File: src/rtl/button_event_pkg.sv
// Shared types and sizing helpers for the button event generator.
package button_event_pkg;

  typedef enum logic [1:0] {
    IDLE     = 2'd0,
    HOLD     = 2'd1,
    LONG     = 2'd2,
    WAIT_REL = 2'd3
  } state_t;

  localparam int BTN_L = 0;
  localparam int BTN_M = 1;
  localparam int BTN_R = 2;

  // Width that holds every value from 0 up to and including max_val.
  function automatic int cnt_width(input longint unsigned max_val);
    return (max_val < 1) ? 1 : $clog2(max_val + 1);
  endfunction

  function automatic int idx_width(input int n);
    return (n > 1) ? $clog2(n) : 1;
  endfunction

endpackage

File: src/rtl/btn_debounce.sv
// One button input path: 2-FF synchronizer followed by a stable-count debouncer.
module btn_debounce
  import button_event_pkg::*;
#(
  parameter int DEBOUNCE_CYC = 500_000
) (
  input  logic clk,
  input  logic rst_n,
  input  logic raw,
  output logic level
);

  localparam int DW = cnt_width(DEBOUNCE_CYC);

  logic [1:0]    sync_q;
  logic [DW-1:0] cnt_q;
  logic          level_q;

  always_ff @(posedge clk) begin
    if (!rst_n) begin
      sync_q <= 2'b00;
    end else begin
      sync_q <= {sync_q[0], raw};
    end
  end

  // Any cycle where the synced level agrees with the accepted level restarts the count.
  always_ff @(posedge clk) begin
    if (!rst_n) begin
      cnt_q   <= '0;
      level_q <= 1'b0;
    end else if (sync_q[1] == level_q) begin
      cnt_q <= '0;
    end else if (cnt_q == DW'(DEBOUNCE_CYC - 1)) begin
      cnt_q   <= '0;
      level_q <= sync_q[1];
    end else begin
      cnt_q <= cnt_q + DW'(1);
    end
  end

  assign level = level_q;

endmodule

File: src/rtl/button_event_gen.sv
// Debounces the L/M/R buttons and turns their holds into short, long and repeat pulses.
module button_event_gen
  import button_event_pkg::*;
#(
  parameter int              NBTN         = 3,
  parameter int              DEBOUNCE_CYC = 500_000,
  parameter int              SHORT_CYC    = 2_500_000,
  parameter int              LONG_CYC     = 100_000_000,
  parameter int              REPEAT_CYC   = 25_000_000,
  parameter logic [NBTN-1:0] REPEAT_EN    = 3'b101
) (
  input  logic            clk,
  input  logic            rst_n,
  input  logic [NBTN-1:0] btn_raw,
  output logic [NBTN-1:0] held,
  output logic [NBTN-1:0] short_evt,
  output logic [NBTN-1:0] long_evt,
  output logic [NBTN-1:0] repeat_evt,
  output logic            busy
);

  localparam int HW = cnt_width(LONG_CYC);
  localparam int RW = cnt_width(REPEAT_CYC);
  localparam int OW = idx_width(NBTN);

  logic [NBTN-1:0] held_lvl;

  for (genvar g = 0; g < NBTN; g++) begin : g_deb
    btn_debounce #(
      .DEBOUNCE_CYC(DEBOUNCE_CYC)
    ) u_deb (
      .clk  (clk),
      .rst_n(rst_n),
      .raw  (btn_raw[g]),
      .level(held_lvl[g])
    );
  end

  state_t          state_q, state_d;
  logic [OW-1:0]   owner_q, owner_d;
  logic [HW-1:0]   hold_cnt_q, hold_cnt_d;
  logic [RW-1:0]   rep_cnt_q, rep_cnt_d;
  logic [NBTN-1:0] short_d, long_d, repeat_d;
  logic [NBTN-1:0] owner_mask;
  logic [NBTN-1:0] others;
  logic            owner_held;

  assign owner_mask = NBTN'(1) << owner_q;
  assign others     = held_lvl & ~owner_mask;
  assign owner_held = |(held_lvl & owner_mask);

  // A second button always wins over release or timing, so chords never emit.
  always_comb begin
    state_d    = state_q;
    owner_d    = owner_q;
    hold_cnt_d = hold_cnt_q;
    rep_cnt_d  = rep_cnt_q;
    short_d    = '0;
    long_d     = '0;
    repeat_d   = '0;
    case (state_q)
      IDLE: begin
        if (held_lvl != '0) begin
          if ($onehot(held_lvl)) begin
            state_d    = HOLD;
            hold_cnt_d = '0;
            for (int i = 0; i < NBTN; i++) begin
              if (held_lvl[i]) owner_d = OW'(i);
            end
          end else begin
            state_d = WAIT_REL;
          end
        end
      end
      HOLD: begin
        if (hold_cnt_q != HW'(LONG_CYC)) hold_cnt_d = hold_cnt_q + HW'(1);
        if (others != '0) begin
          state_d = WAIT_REL;
        end else if (!owner_held) begin
          if (hold_cnt_q >= HW'(SHORT_CYC)) short_d = owner_mask;
          state_d = IDLE;
        end else if (hold_cnt_q == HW'(LONG_CYC - 1)) begin
          long_d    = owner_mask;
          rep_cnt_d = '0;
          state_d   = LONG;
        end
      end
      LONG: begin
        if (others != '0) begin
          state_d = WAIT_REL;
        end else if (!owner_held) begin
          state_d = IDLE;
        end else if ((|(REPEAT_EN & owner_mask)) && (rep_cnt_q == RW'(REPEAT_CYC - 1))) begin
          repeat_d  = owner_mask;
          rep_cnt_d = '0;
        end else if (rep_cnt_q != RW'(REPEAT_CYC)) begin
          rep_cnt_d = rep_cnt_q + RW'(1);
        end
      end
      WAIT_REL: begin
        if (held_lvl == '0) state_d = IDLE;
      end
      default: state_d = IDLE;
    endcase
  end

  always_ff @(posedge clk) begin
    if (!rst_n) begin
      state_q    <= IDLE;
      owner_q    <= '0;
      hold_cnt_q <= '0;
      rep_cnt_q  <= '0;
      short_evt  <= '0;
      long_evt   <= '0;
      repeat_evt <= '0;
    end else begin
      state_q    <= state_d;
      owner_q    <= owner_d;
      hold_cnt_q <= hold_cnt_d;
      rep_cnt_q  <= rep_cnt_d;
      short_evt  <= short_d;
      long_evt   <= long_d;
      repeat_evt <= repeat_d;
    end
  end

  assign held = held_lvl;
  assign busy = (state_q != IDLE);

endmodule
File: config.mk
export PLATFORM = sky130hd
export DESIGN_NAME = button_event_gen
export DESIGN_NICKNAME = d
export VERILOG_FILES = /design/src/rtl/button_event_pkg.sv /design/src/rtl/btn_debounce.sv /design/src/rtl/button_event_gen.sv
export SDC_FILE = /design/constraint.sdc
export NUM_CORES = 1
export LEC_CHECK = 0
export BUFFER_PORTS_ARGS = -buffer_cell sky130_fd_sc_hd__clkbuf_2
export CAP_MARGIN = 20
export CORE_ASPECT_RATIO = 1.5
export CORE_UTILIZATION = 49
export DETAILED_ROUTE_END_ITERATION = 8
export GPL_TIMING_DRIVEN = 0
export MAX_ROUTING_LAYER = met4
export PLACE_DENSITY = 0.62
export SETUP_SLACK_MARGIN = 0.4
export SLEW_MARGIN = 20
export SYNTH_ARGS = -nofsm -noshare
export SYNTH_HDL_FRONTEND = slang
export SYNTH_SLANG_ARGS = --single-unit
File: constraint.sdc
create_clock -name clk -period 4.81 [get_ports clk]
set_input_delay 0.962 -clock clk [delete_from_list [all_inputs] [get_ports clk]]
set_output_delay 0.962 -clock clk [all_outputs]
set_load 0.03 [all_outputs]
==> impl_metrics.json <==
{
  "status": "finished, final reports clean",
  "postLayoutCoreUtil_pct": 57.1,
  "crit_path_start_kind": "register",
  "cts_inserted_buffers": 17,
  "drc": 0,
  "grt.total_usage_pct": 22.9,
  "worstPathArrival_ns": 3.91,
  "dieArea_sq_um": 13200,
  "vias": 5286,
  "grt_start_max_net_pins": 17,
  "antenna_left": 0,
  "clock.fmax_mhz": 277,
  "synthCells": 742,
  "combPwrFrac_pct": 1.1,
  "period_minus_slack_ns": 3.61,
  "worstMarginPinSlew_ns": 0.786,
  "ys_ff_latch": 131,
  "worstSetupPathType": "register to register",
  "power.density_nw_per_um2": 340,
  "cts_setup_buffers": 0,
  "antenna_found_initial": 0,
  "synth-async-reset-ratio_pct": 0,
  "dieHeight_um": 140,
  "rrSetupSlack_ns": 1.20,
  "synth_compound_area_share_pct": 11.1,
  "nets": 790,
  "worstRegToRegCells": 10,
  "synthesis.area_sq_um": 6230,
  "ir_drop_uv": 191,
  "grt_pass1_wl_um": 23300,
  "p_seq_share_pct": 45.2,
  "placed_cells": 914,
  "die_w_um": 94.1,
  "synth_seq_area_share_pct": 42.1,
  "syn_nets": 755,
  "slew_viol_final": 0,
  "finalHoldViolCount": 0,
  "synth_simple_gate_area_share_pct": 30.6,
  "required_ns": 5.11,
  "slew_headroom_pct": 47.1,
  "gp_congestion": 0.863,
  "clock_latency_ns": 0.42,
  "numClockSinks": 131,
  "fin_tns_setup_ns": 0,
  "p_switching_mw": 0.515,
  "synth_cell_type_count": 59,
  "core_sq_um": 12400,
  "postCtsHoldBufs": 0,
  "synth_xor_area_share_pct": 10.5,
  "end_kind": "register",
  "layout-drive-gt1-share_pct": 8.62,
  "instances_no_fill": 945,
  "reg2reg_to": "hold_cnt_q[10]$_SDFFE_PN0P_",
  "routed_via_density": 5.59,
  "wirelength_um": 14000,
  "fin_worst_skew_ns": 0.0102,
  "dr.first_iter.drc_count": 296,
  "clk_pin_slew_ns": 0.06,
  "p_clk_share_pct": 53.7,
  "endpoint": "hold_cnt_q[10]$_SDFFE_PN0P_",
  "dp_hpwl_um": 9740,
  "cts_tree": "built",
  "synth_top_family_by_area": "simple AND/OR/NAND/NOR gates",
  "htreeDepth": 4,
  "switching_share_pct": 21.3,
  "pin_count": 18,
  "grt_pass1_vias": 4957,
  "num_antenna_cells": 0,
  "clock_path_buffers": 2,
  "root_buffer": "clkbuf_16",
  "io_buffers": 16,
  "power_leakage_nw": 2.30,
  "min_path_type": "register to register",
  "p_int_mw": 1.90,
  "maxCapViolCount": 0,
  "yosys_warnings": 0,
  "rsz0062_at_grt": "false",
  "synth_edf_count": 0,
  "worstSetupStartpoint": "g_deb[2].u_deb.level$_SDFFE_PN0P_",
  "synth.avg_cell_area_sq_um": 8.40,
  "drt_first_pass_iters": 5,
  "setup_viol": 0,
  "fillers": 1159,
  "synth_fa_ha_area_share_pct": 1.73,
  "synthMuxAreaShare_pct": 0.642,
  "synth_flop_cell": "dfxtp_1",
  "start_util_pct": 50.1,
  "fp-row-count": 50,
  "routedWlPerCell_um": 14.8,
  "cts_resized": 0,
  "timing.rr.start": "g_deb[2].u_deb.level$_SDFFE_PN0P_",
  "cp_max_fo": 10,
  "overflow": 0,
  "synthToLayoutAreaGrowth_pct": 14.1,
  "fin_crit_sh_pct": 75.1
}
==> metal layers <==
| metal | vias to the layer above | global-route usage, % | wire length, um |
|---|---|---|---|
| met5 | - | - | 0 |
| met4 | 0 | 8.50 | 221 |
| met3 | 20 | 5.37 | 490 |
| met2 | 109 | 38.5 | 7090 |
| met1 | 2484 | 26.2 | 6170 |
| li1 | 2673 | - | - |
==> layout make-up <==
type                            count  area [sq um]  area share, %
Buffer                             35           143           2.01
Clock buffer                       20           467           6.56
Clock inverter                     11           129           1.81
Inverter                           16          60.1          0.845
Multi-Input combinational cell    560          3410           48.0
Sequential cell                   131          2620           36.9
Tap cell                          156           195           2.75
Timing Repair Buffer               16          80.1           1.13
==> how the worst min path moves through the flow <==
stage / from / endpoint / slack (ns) / cells past startpoint
after floorplan: g_deb[0].u_deb.sync_q[0]$_SDFF_PN0_ / g_deb[0].u_deb.sync_q[1]$_SDFF_PN0_ / 0.41 / 1
after global placement: g_deb[0].u_deb.sync_q[0]$_SDFF_PN0_ / g_deb[0].u_deb.sync_q[1]$_SDFF_PN0_ / 0.42 / 1
after detailed placement: g_deb[0].u_deb.sync_q[0]$_SDFF_PN0_ / g_deb[0].u_deb.sync_q[1]$_SDFF_PN0_ / 0.43 / 1
after CTS: g_deb[0].u_deb.sync_q[0]$_SDFF_PN0_ / g_deb[0].u_deb.sync_q[1]$_SDFF_PN0_ / 0.44 / 1
after global routing: g_deb[2].u_deb.sync_q[0]$_SDFF_PN0_ / g_deb[2].u_deb.sync_q[1]$_SDFF_PN0_ / 0.46 / 1
final: g_deb[1].u_deb.sync_q[0]$_SDFF_PN0_ / g_deb[1].u_deb.sync_q[1]$_SDFF_PN0_ / 0.44 / 1
==> kinds of logic after synthesis <==
group,count (synthesis)
flip-flops,131
buffers and inverters,51
AND/OR/NAND/NOR,371
AO/OA/AOI/OAI,101
adder cells (fa/ha/maj),8
other,1
multiplexers,4
XOR/XNOR,75
==> Yosys cell counts, drive strengths merged, types with 7 or more instances <==
| cell | n | share of area [%] |
|---|---|---|
| a21boi | 12 | 1.4 |
| a21oi | 21 | 1.7 |
| and2 | 11 | 1.1 |
| and3 | 20 | 2.0 |
| and4 | 7 | 0.98 |
| clkbuf | 31 | 1.9 |
| dfxtp | 131 | 42 |
| ha | 7 | 1.4 |
| inv | 16 | 0.96 |
| nand2 | 51 | 3.1 |
| nand2b | 7 | 0.70 |
| nand3 | 53 | 4.3 |
| nand3b | 7 | 0.84 |
| nand4 | 18 | 1.8 |
| nor2 | 120 | 7.2 |
| nor2b | 12 | 1.2 |
| nor3 | 17 | 1.4 |
| nor4 | 9 | 1.0 |
| nor4b | 10 | 1.4 |
| o211ai | 11 | 1.3 |
| o21ai | 16 | 1.3 |
| o31ai | 9 | 1.1 |
| or3 | 8 | 0.80 |
| xnor2 | 42 | 5.9 |
| xor2 | 33 | 4.6 |
==> worst max-delay path: stages, from the launching register on <==
cell      delay (ns)
dfxtp_1         0.34
clkbuf_1        0.33
inv_1           0.12
fa_1            0.44
or4b_2          0.67
or2_2           0.30
clkbuf_1        0.19
clkbuf_1        0.30
nand2_1         0.33
clkbuf_1        0.38
nor2_1          0.10
==> flip-flops by register name, summed over array words and instances (netlist names) <==
register            cells
owner_q                 2
g_deb.u_deb.cnt_q      57
short_evt               3
hold_cnt_q             27
g_deb.u_deb.level       3
long_evt                3
rep_cnt_q              25
g_deb.u_deb.sync_q      6
repeat_evt              3
state_q                 2
==> cells in the final DEF (no fill, tap or decap), types with 17 or more instances in the layout <==
cell type | synthesis | layout
a21oi_1 | 21 | 21
dfxtp_1 | 131 | 131
nand2_1 | 51 | 51
nand3_1 | 53 | 53
and3_1 | 20 | 20
clkbuf_16 | 0 | 17
xnor2_1 | 42 | 42
nor2_1 | 120 | 120
xor2_1 | 33 | 33
nor3_1 | 17 | 17
nand4_1 | 18 | 18
clkbuf_1 | 31 | 31
==> power groups by stage <==
stage / Combinational, mW / Clock [mW] / Sequential (mW)
after floorplan: 0.0159 / 0 / 1.11
after global placement: 0.0263 / 0 / 1.11
after detailed placement: 0.0266 / 0 / 1.11
after CTS: 0.0266 / 1.32 / 1.09
after global routing: 0.0288 / 1.37 / 1.09
final: 0.0263 / 1.30 / 1.09
==> through the flow <==
| stage | hold slack, ns | total power [mW] | setup slack, ns | area, sq um |
|---|---|---|---|---|
| after floorplan | 0.412 | 1.13 | 1.67 | 6230 |
| after global placement | 0.423 | 1.14 | 1.22 | 6510 |
| after detailed placement | 0.426 | 1.14 | 1.18 | 6510 |
| after CTS | 0.441 | 2.44 | 1.18 | 7110 |
| after global routing | 0.459 | 2.49 | 0.911 | 7110 |
| final | 0.435 | 2.41 | 1.20 | 7110 |
(Power assumes the default switching activity.)
